--- src/rtl/y86_mem_arbiter.sv ---
// y86_mem_arbiter: single-port memory arbiter for the Y86 core.
// Serialises fetch (read-only) and data (read/write) requests onto one
// request/ack memory port. Data has fixed priority; a starvation counter
// lets fetch through after STARVE_LIMIT consecutive data grants.
// Optional build macro Y86_ARB_PERF_EN adds three 32-bit saturating
// performance counters (perf_i_grants, perf_d_grants, perf_i_stall).
module y86_mem_arbiter #(
  parameter int AW           = 64,
  parameter int DW           = 64,
  parameter int STARVE_LIMIT = 3
) (
  input  logic          clock,
  input  logic          reset,
  // fetch requester
  input  logic          i_req,
  input  logic [AW-1:0] i_addr,
  output logic          i_done,
  output logic [DW-1:0] i_rdata,
  output logic          i_err,
  // data requester
  input  logic          d_req,
  input  logic          d_we,
  input  logic [AW-1:0] d_addr,
  input  logic [DW-1:0] d_wdata,
  output logic          d_done,
  output logic [DW-1:0] d_rdata,
  output logic          d_err,
  // memory port
  output logic          mem_req,
  output logic          mem_we,
  output logic [AW-1:0] mem_addr,
  output logic [DW-1:0] mem_wdata,
  input  logic [DW-1:0] mem_rdata,
  input  logic          mem_ack,
  input  logic          mem_err,
  // status
  output logic          busy,
  output logic          owner
`ifdef Y86_ARB_PERF_EN
  ,
  output logic [31:0]   perf_i_grants,
  output logic [31:0]   perf_d_grants,
  output logic [31:0]   perf_i_stall
`endif
);

  localparam logic [1:0] ST_IDLE = 2'd0;
  localparam logic [1:0] ST_WAIT = 2'd1;
  localparam logic [1:0] ST_RESP = 2'd2;

  localparam int          SW         = (STARVE_LIMIT < 1) ? 1 : $clog2(STARVE_LIMIT + 1);
  localparam logic [SW-1:0] STARVE_MAX = SW'(STARVE_LIMIT);

  logic [1:0]    state;
  logic [SW-1:0] starve_cnt;
  logic          grant_d;
  logic          grant_i;

  // Arbitration is only meaningful in IDLE; data wins unless fetch has
  // already been passed over STARVE_LIMIT times in a row.
  assign grant_d = (state == ST_IDLE) && d_req && (!i_req || (starve_cnt < STARVE_MAX));
  assign grant_i = (state == ST_IDLE) && i_req && !grant_d;

  // Main transaction sequencer: IDLE -> WAIT -> RESP -> IDLE.
  always_ff @(posedge clock) begin
    // NOTE: registers use non-blocking assignments so every branch sees
    // the pre-edge values; reset is synchronous and sampled here.
    if (reset) begin
      state     <= ST_IDLE;
      mem_req   <= 1'b0;
      mem_we    <= 1'b0;
      mem_addr  <= '0;
      mem_wdata <= '0;
      busy      <= 1'b0;
      owner     <= 1'b0;
      i_done    <= 1'b0;
      i_rdata   <= '0;
      i_err     <= 1'b0;
      d_done    <= 1'b0;
      d_rdata   <= '0;
      d_err     <= 1'b0;
    end else begin
      i_done <= 1'b0;
      d_done <= 1'b0;
      case (state)
        ST_IDLE: begin
          if (grant_d) begin
            mem_req   <= 1'b1;
            mem_we    <= d_we;
            mem_addr  <= d_addr;
            mem_wdata <= d_wdata;
            owner     <= 1'b1;
            busy      <= 1'b1;
            state     <= ST_WAIT;
          end else if (grant_i) begin
            mem_req   <= 1'b1;
            mem_we    <= 1'b0;
            mem_addr  <= i_addr;
            mem_wdata <= '0;
            owner     <= 1'b0;
            busy      <= 1'b1;
            state     <= ST_WAIT;
          end
        end
        ST_WAIT: begin
          if (mem_ack) begin
            mem_req <= 1'b0;
            if (owner) begin
              d_rdata <= mem_err ? '0 : mem_rdata;
              d_err   <= mem_err;
              d_done  <= 1'b1;
            end else begin
              i_rdata <= mem_err ? '0 : mem_rdata;
              i_err   <= mem_err;
              i_done  <= 1'b1;
            end
            state <= ST_RESP;
          end
        end
        ST_RESP: begin
          // Requests are not sampled here; the requester updates its
          // request during this cycle and is re-arbitrated from IDLE.
          busy  <= 1'b0;
          state <= ST_IDLE;
        end
        default: begin
          mem_req <= 1'b0;
          busy    <= 1'b0;
          state   <= ST_IDLE;
        end
      endcase
    end
  end

  // Starvation counter: consecutive data grants while fetch is waiting.
  always_ff @(posedge clock) begin
    if (reset) begin
      starve_cnt <= '0;
    end else if (!i_req || grant_i) begin
      starve_cnt <= '0;
    end else if (grant_d && (starve_cnt != STARVE_MAX)) begin
      starve_cnt <= starve_cnt + 1'b1;
    end
  end

`ifdef Y86_ARB_PERF_EN
  // Saturating performance counters for grants and fetch stall cycles.
  always_ff @(posedge clock) begin
    if (reset) begin
      perf_i_grants <= '0;
      perf_d_grants <= '0;
      perf_i_stall  <= '0;
    end else begin
      if (grant_i && (perf_i_grants != '1)) perf_i_grants <= perf_i_grants + 32'd1;
      if (grant_d && (perf_d_grants != '1)) perf_d_grants <= perf_d_grants + 32'd1;
      if (i_req && !(busy && !owner) && (perf_i_stall != '1))
        perf_i_stall <= perf_i_stall + 32'd1;
    end
  end
`endif

endmodule

--- config.mk ---
export PLATFORM = sky130hd
export DESIGN_NAME = y86_mem_arbiter
export DESIGN_NICKNAME = d
export VERILOG_FILES = /design/src/rtl/y86_mem_arbiter.sv
export SDC_FILE = /design/constraint.sdc
export NUM_CORES = 1
export LEC_CHECK = 0
export ABC_AREA = 1
export CAP_MARGIN = 20
export CORE_AREA = 2 2 205 207
export DETAILED_ROUTE_END_ITERATION = 16
export DIE_AREA = 0 0 207 209
export PLACE_DENSITY = 0.61
export SLEW_MARGIN = 20
export SYNTH_ARGS = -nofsm -noshare
export SYNTH_HDL_FRONTEND = slang
export SYNTH_SLANG_ARGS = --single-unit
--- constraint.sdc ---
create_clock -name clock -period 1.9 [get_ports clock]
set_clock_uncertainty 0.1 [all_clocks]
set_input_delay 0.285 -clock clock [delete_from_list [all_inputs] [get_ports clock]]
set_output_delay 0.285 -clock clock [all_outputs]
set_load 0.05 [all_outputs]
==> results of run 1 <==
[layout make-up]
class	instances	area (um^2)	share of cell area, %
Sequential cell	268	5365	30.40
Timing Repair Buffer	564	5172	29.31
Multi-Input combinational cell	997	4634	26.26
Clock buffer	43	934.6	5.296
Tap cell	539	674.4	3.822
Inverter	175	656.9	3.722
Clock inverter	15	201.4	1.142
Antenna cell	3	7.507	0.04254
[layer usage]
metal | vias to the layer above | GRT usage (%)
li1 | 6074 | -
met1 | 5655 | 22.83
met2 | 492 | 33.52
met3 | 78 | 8.025
met4 | 0 | 7.192
met5 | - | 0
[registers in the layout (all words and copies together) (netlist names)]
signal,flops
state,2
i_rdata,64
busy,1
i_done,1
mem_req,1
i_err,1
d_rdata,64
owner,1
mem_we,1
mem_wdata,64
d_err,1
d_done,1
starve_cnt,2
mem_addr,64
[how the worst max path moves through the flow]
stage                              from                    endpoint  slack, ns  cells past startpoint
2_1_floorplan        owner$_SDFFE_PP0P_    d_rdata[54]$_SDFFE_PP0P_       0.28                      6
3_3_place_gp                    mem_ack     d_rdata[1]$_SDFFE_PP0P_       0.06                      7
3_5_place_dp                    mem_ack    d_rdata[35]$_SDFFE_PP0P_       0.01                      6
4_1_cts        i_rdata[45]$_SDFFE_PP0P_                 i_rdata[45]       0.03                      1
5_1_grt           state[1]$_SDFFE_PP0P_  mem_wdata[61]$_SDFFE_PP0P_      0.006                      6
6_report       i_rdata[45]$_SDFFE_PP0P_                 i_rdata[45]       0.08                      1
[where the power goes]
part           internal, mW  switching (mW)  total [mW]  leakage [nW]
sequential             5.94           0.173        6.12          2.19
combinational          1.27            2.37        3.65          5.34
clock                  4.03            2.54        6.58         0.552
[cell usage after synthesis (all sizes together)]
master / number
o21ai: 89
clkinv: 1
nand3b: 1
a21oi: 213
ha: 1
nand2: 293
inv: 174
nand4: 65
nor2: 102
buf: 71
clkbuf: 69
dfxtp: 268
nand3: 233
[cell families after synthesis]
logic type / Yosys count / synth area share, %
buf+inv: 315 / 11.48
simple gates: 694 / 27.34
flops: 268 / 47.65
fa+ha+maj: 1 / 0.1111
compound gates: 302 / 13.42
[what timing repair did]
item,4_1_cts,5_1_grt
buffers inserted,0,0
endpoints found under the setup margin,107,0
resized for setup,107,0
[metrics by stage]
| step | power [mW] | hold slack (ns) |
|---|---|---|
| floorplan | 8.420 | 0.3322 |
| global placement | 9.958 | 0.3501 |
| detailed placement | 9.985 | 0.3554 |
| CTS | 16.56 | 0.02395 |
| global route | 17.03 | 0.05689 |
| finish | 16.34 | 0.05073 |
==> flow_summary_export.csv, run 1 <==
group,metric,value,unit
status,status,"completed",
logic_synthesis,synth_area,11260,um^2
min_path,min_path_type,"in -> reg",
floorplan,start_util,27.27,%
setup_path,critPathBufInv,1,
clock_network,h-tree-depth,2,
timing,min_period_over_period,95.97,%
detailed_routing,drtAntennaViolNets,0,
detailed_routing,drcViolationCount,0,
detailed_routing,wl_per_cell,17.17,um
detailed_routing,first_pass_iters,5,
detailed_routing,drtIter0Drc,1027,
logic_synthesis,yosysWarnings,0,
setup_path,crit_family,"buffers and inverters",
setup_path,endpoint_kind,"primary output",
floorplan,fp.dieArea,43260,um^2
placed_design,placedCellCount,2543,
final_layout,final_cells,2604,
placed_design,port_buffers,526,
final_layout,final_core_util,42.74,%
placed_design,hpwlAfterDp,31750,um
floorplan,core,41290,um^2
power_and_ir_drop,leakagePower,8.086,nW
clock_network,clock_latency,0.53,ns
global_route,grt_pass1_wl,69140,um
timing,worst_pin_slew,0.6854,ns
detailed_routing,top_layer,"met4",
logic_synthesis,yosys.area.top_type,"dfxtp_1",
detailed_routing,wl_met2,21320,um
detailed_routing,via_count,12299,
timing,fmax,0.5484,GHz
min_path,hp-start,"reset",
timing,hold_viol,0,
final_layout,layout.nets,2304,
power_and_ir_drop,p_per_area,925.9,nW/um^2
final_layout,final_common_cell,"nand2_1",
floorplan,io_pins,527,
floorplan,rows,75,
global_route,grt_overflow,0,
power_and_ir_drop,ir_drop,0.0006124,V
placed_design,post_dp_cell_area,16640,um^2
detailed_routing,via_per_inst,4.723,
detailed_routing,totalWireLength,44710,um
floorplan,die_w,207,um
timing,period_needed,1.823,ns
logic_synthesis,synth_top_area_share,47.65,%
clock_network,hold_buffers,0,
setup_path,crit_path_max_incr_delay,0.57,ns
setup_path,crit_type,"reg -> out",
clock_network,cts.clk_slew.worst_paths,0.06,ns
final_layout,nFillCells,4268,
final_layout,area_delta_synth_final,56.73,%
logic_synthesis,synth.top_cells.by_area,"dfxtp_1, nand3_1, nand2_1",
run,maxCapViolations,0,
setup_path,cp_cell_sequence,"dlygate4sd2_1",
clock_network,cts_buffers,34,
setup_path,r2r_slack,0.17,ns
floorplan,die_h,209,um
clock_network,cts_max_path_buffers,3,
logic_synthesis,synth.avg_cell_area,7.126,um^2
timing,fin_ws,0.07659,ns
final_layout,drive_gt1_share,12.71,%
timing,setup_violations,0,
logic_synthesis,synth_cell_type_count,21,
setup_path,cp.arrival,1.44,ns
timing,final_max_slew_viol_count,0,
detailed_routing,m1WireLength,17500,um
logic_synthesis,synthCells,1580,
detailed_routing,dr_wl_met3,4465,um
logic_synthesis,syn_nets,1844,
timing,rsz0062_at_grt,"false",
logic_synthesis,synth_seq_cells,268,
setup_path,rr_worst_depth,6,
setup_path,cp.required,1.51,ns
global_route,grt_antenna_before_repair,3,
clock_network,cts_tree,"built",
global_route,grt_pass1_vias,12152,
placed_design,pre_cts_slack,0.01467,ns
setup_path,startpoint_type,"flop",
final_layout,layout_common_cells,"nand2_1, dfxtp_1, clkdlybuf4s50_1",
setup_path,r2r_end,"mem_wdata[25]$_SDFFE_PP0P_",
global_route,grt_max_degree,131,
final_layout,design_area,17650,um^2
logic_synthesis,yosysSeqAreaShare,47.65,%
setup_path,rr_startpoint,"state[1]$_SDFFE_PP0P_",
timing,tns,0,ns
min_path,min_to,"i_rdata[42]$_SDFFE_PP0P_",
clock_network,root_buffer,"clkbuf_16",
min_path,hold_depth,4,
global_route,grt_use_total,19.94,%
setup_path,crit_path_top_delay_cell,"dlygate4sd2_1",
timing,slew_headroom,54.30,%
placed_design,place.gp.congestion,0.8397,
clock_network,cts.sinks,268,
setup_path,path_max_fanout,2,
No activity file was read; power rests on OpenSTA's default activity.
==> run 2: changes to the inputs <==
CAP_MARGIN = unset   (was 20)
HOLD_SLACK_MARGIN = 0.06   (was unset)
==> run 2 against run 1 <==
Compared with the run above:
- final cell count barely moved
- non-clock buffer count grew 1
- maximum frequency barely moved
- worst setup slack better by 0.00058 ns
- power about the same
- critical path depth stayed put
- global-route usage about the same
- count of clock-buffer cells in the layout is the same
- die area unchanged
==> flow_summary_export.csv, run 2 (synthesized netlist as in run 1, its figures left out) <==
group,metric,value,unit
setup_path,critPathBufInv,1,
power_and_ir_drop,total_power,16.34,mW
final_layout,drive_gt1_share,12.70,%
timing,final_max_slew_viol_count,0,
clock_network,clock_latency,0.53,ns
setup_path,rr_startpoint,"state[1]$_SDFFE_PP0P_",
timing,fin_ws,0.07717,ns
final_layout,nFillCells,4268,
timing,setup_violations,0,
global_route,grt_max_degree,131,
timing,hold_ws,0.1221,ns
timing,rsz0062_at_grt,"false",
setup_path,cp.required,1.51,ns
detailed_routing,wl_per_cell,17.19,um
final_layout,layout.nets,2305,
placed_design,post_dp_cell_area,16640,um^2
timing,worst_pin_slew,0.7391,ns
clock_network,cts_buffers,34,
clock_network,root_buffer,"clkbuf_16",
setup_path,startpoint_type,"flop",
power_and_ir_drop,p_sw,5.090,mW
setup_path,r2r_slack,0.16,ns
setup_path,crit_type,"reg -> out",
power_and_ir_drop,p_int,11.25,mW
floorplan,die_w,207,um
floorplan,start_util,27.27,%
status,status,"completed",
detailed_routing,totalWireLength,44780,um
global_route,grt_overflow,0,
placed_design,hpwlAfterDp,31750,um
floorplan,rows,75,
final_layout,area_delta_synth_final,56.82,%
setup_path,endpoint_kind,"primary output",
detailed_routing,drtAntennaViolNets,0,
detailed_routing,via_per_inst,4.738,
run,maxCapViolations,0,
power_and_ir_drop,sw_frac_of_total,31.15,%
setup_path,crit_path_top_delay_cell,"dlygate4sd2_1",
timing,hold_viol,0,
setup_path,r2r_end,"mem_wdata[25]$_SDFFE_PP0P_",
clock_network,cts_tree,"built",
detailed_routing,via_count,12343,
setup_path,crit_family,"buffers and inverters",
setup_path,path_depth,1,
final_layout,design_area,17660,um^2
global_route,grt_use_total,19.95,%
setup_path,crit_end,"i_rdata[45]",
power_and_ir_drop,ir_drop,0.0006120,V
floorplan,core,41290,um^2
global_route,grt_pass1_wl,69160,um
timing,min_period_over_period,95.94,%
power_and_ir_drop,leakagePower,8.090,nW
detailed_routing,drcViolationCount,0,
setup_path,startpoint,"i_rdata[45]$_SDFFE_PP0P_",
detailed_routing,first_pass_iters,5,
detailed_routing,drtIter0Drc,1036,
clock_network,cts.clk_slew.worst_paths,0.06,ns
clock_network,cts_setup_buffers,0,
placed_design,place.gp.congestion,0.8397,
power_and_ir_drop,p_seq_share,37.4,%
floorplan,fp.dieArea,43260,um^2
clock_network,cts.sinks,268,
setup_path,crit_path_max_incr_delay,0.57,ns
timing,tns,0,ns
power_and_ir_drop,pwr-share-comb,22.3,%
placed_design,pre_cts_slack,0.01467,ns
floorplan,io_pins,527,
min_path,min_path_type,"in -> reg",
final_layout,final_common_cell,"nand2_1",
clock_network,h-tree-depth,2,
timing,fmax,0.5486,GHz
final_layout,layout_common_cells,"nand2_1, dfxtp_1, clkdlybuf4s50_1",
clock_network,cts_max_path_buffers,3,
setup_path,rr_worst_depth,6,
placed_design,port_buffers,526,
timing,slew_headroom,50.72,%
global_route,grt_antenna_before_repair,3,
global_route,grt_pass1_vias,12160,
setup_path,cp_cell_sequence,"dlygate4sd2_1",
floorplan,die_h,209,um
power_and_ir_drop,p_per_area,925.4,nW/um^2
setup_path,path_max_fanout,2,
timing,period_needed,1.823,ns
power_and_ir_drop,clockPowerShare,40.2,%
setup_path,cp.arrival,1.44,ns
run 2: changes by cell type in the layout (fill, tap and decap cells not counted), sizes merged:
| cell | previous run | this run |
|---|---|---|
| dlygate4sd3 | 0 | 1 |
run 2: what timing repair did:
action                                  CTS  global route
endpoints found under the setup margin  107             0
hold endpoints to repair                  5             0
hold buffers                              1             0
gates resized for setup                 107             0
run 2: power by group through the flow:
stage	logic, mW	registers (mW)	clock network, mW
final	3.65	6.12	6.58
after CTS	3.68	6.12	6.77
after floorplan	1.12	7.30	0
after detailed placement	3.75	6.24	0
after global placement	3.73	6.23	0
after global routing	3.91	6.15	6.97
run 2: per-stage QoR:
step	cells	utilization (%)
floorplan	1580	-
global placement	2543	40.29
detailed placement	2543	40.29
CTS	2602	42.75
global route	2603	42.75
finish	2605	42.76
run 2: final cells by class:
cell class	count	area, um^2	area share [%]
sequential	268	5365	30.39
antenna	3	7.507	0.04252
tap	539	674.4	3.819
inverter	175	656.9	3.720
clock buffer	43	934.6	5.293
timing repair buffer	565	5182	29.35
multi-input combinational	997	4634	26.25
clock inverter	15	201.4	1.141
run 2: metal layers:
layer	up-vias	track usage, %	share of wire, %
met2	510	33.52	47
met1	5674	22.84	40
met3	79	8.025	9.8
met5	-	0	0
met4	0	7.192	3.2
li1	6080	-	-
run 2: worst min path at each step:
stage	cells after the start	from	endpoint	slack (ns)
2_1_floorplan	2	d_wdata[33]	mem_wdata[33]$_SDFFE_PP0P_	0.33
3_3_place_gp	2	d_rdata[17]$_SDFFE_PP0P_	d_rdata[17]$_SDFFE_PP0P_	0.35
3_5_place_dp	2	i_rdata[2]$_SDFFE_PP0P_	i_rdata[2]$_SDFFE_PP0P_	0.36
4_1_cts	4	mem_err	d_rdata[9]$_SDFFE_PP0P_	0.09
5_1_grt	4	mem_err	d_rdata[9]$_SDFFE_PP0P_	0.14
6_report	4	mem_err	d_rdata[9]$_SDFFE_PP0P_	0.12
==> run 3: changes to the inputs <==
SKIP_LAST_GASP = 1   (was unset)
==> results of run 3 <==
Same layout as run 2: the final DEF is identical, and so are final timing and power.
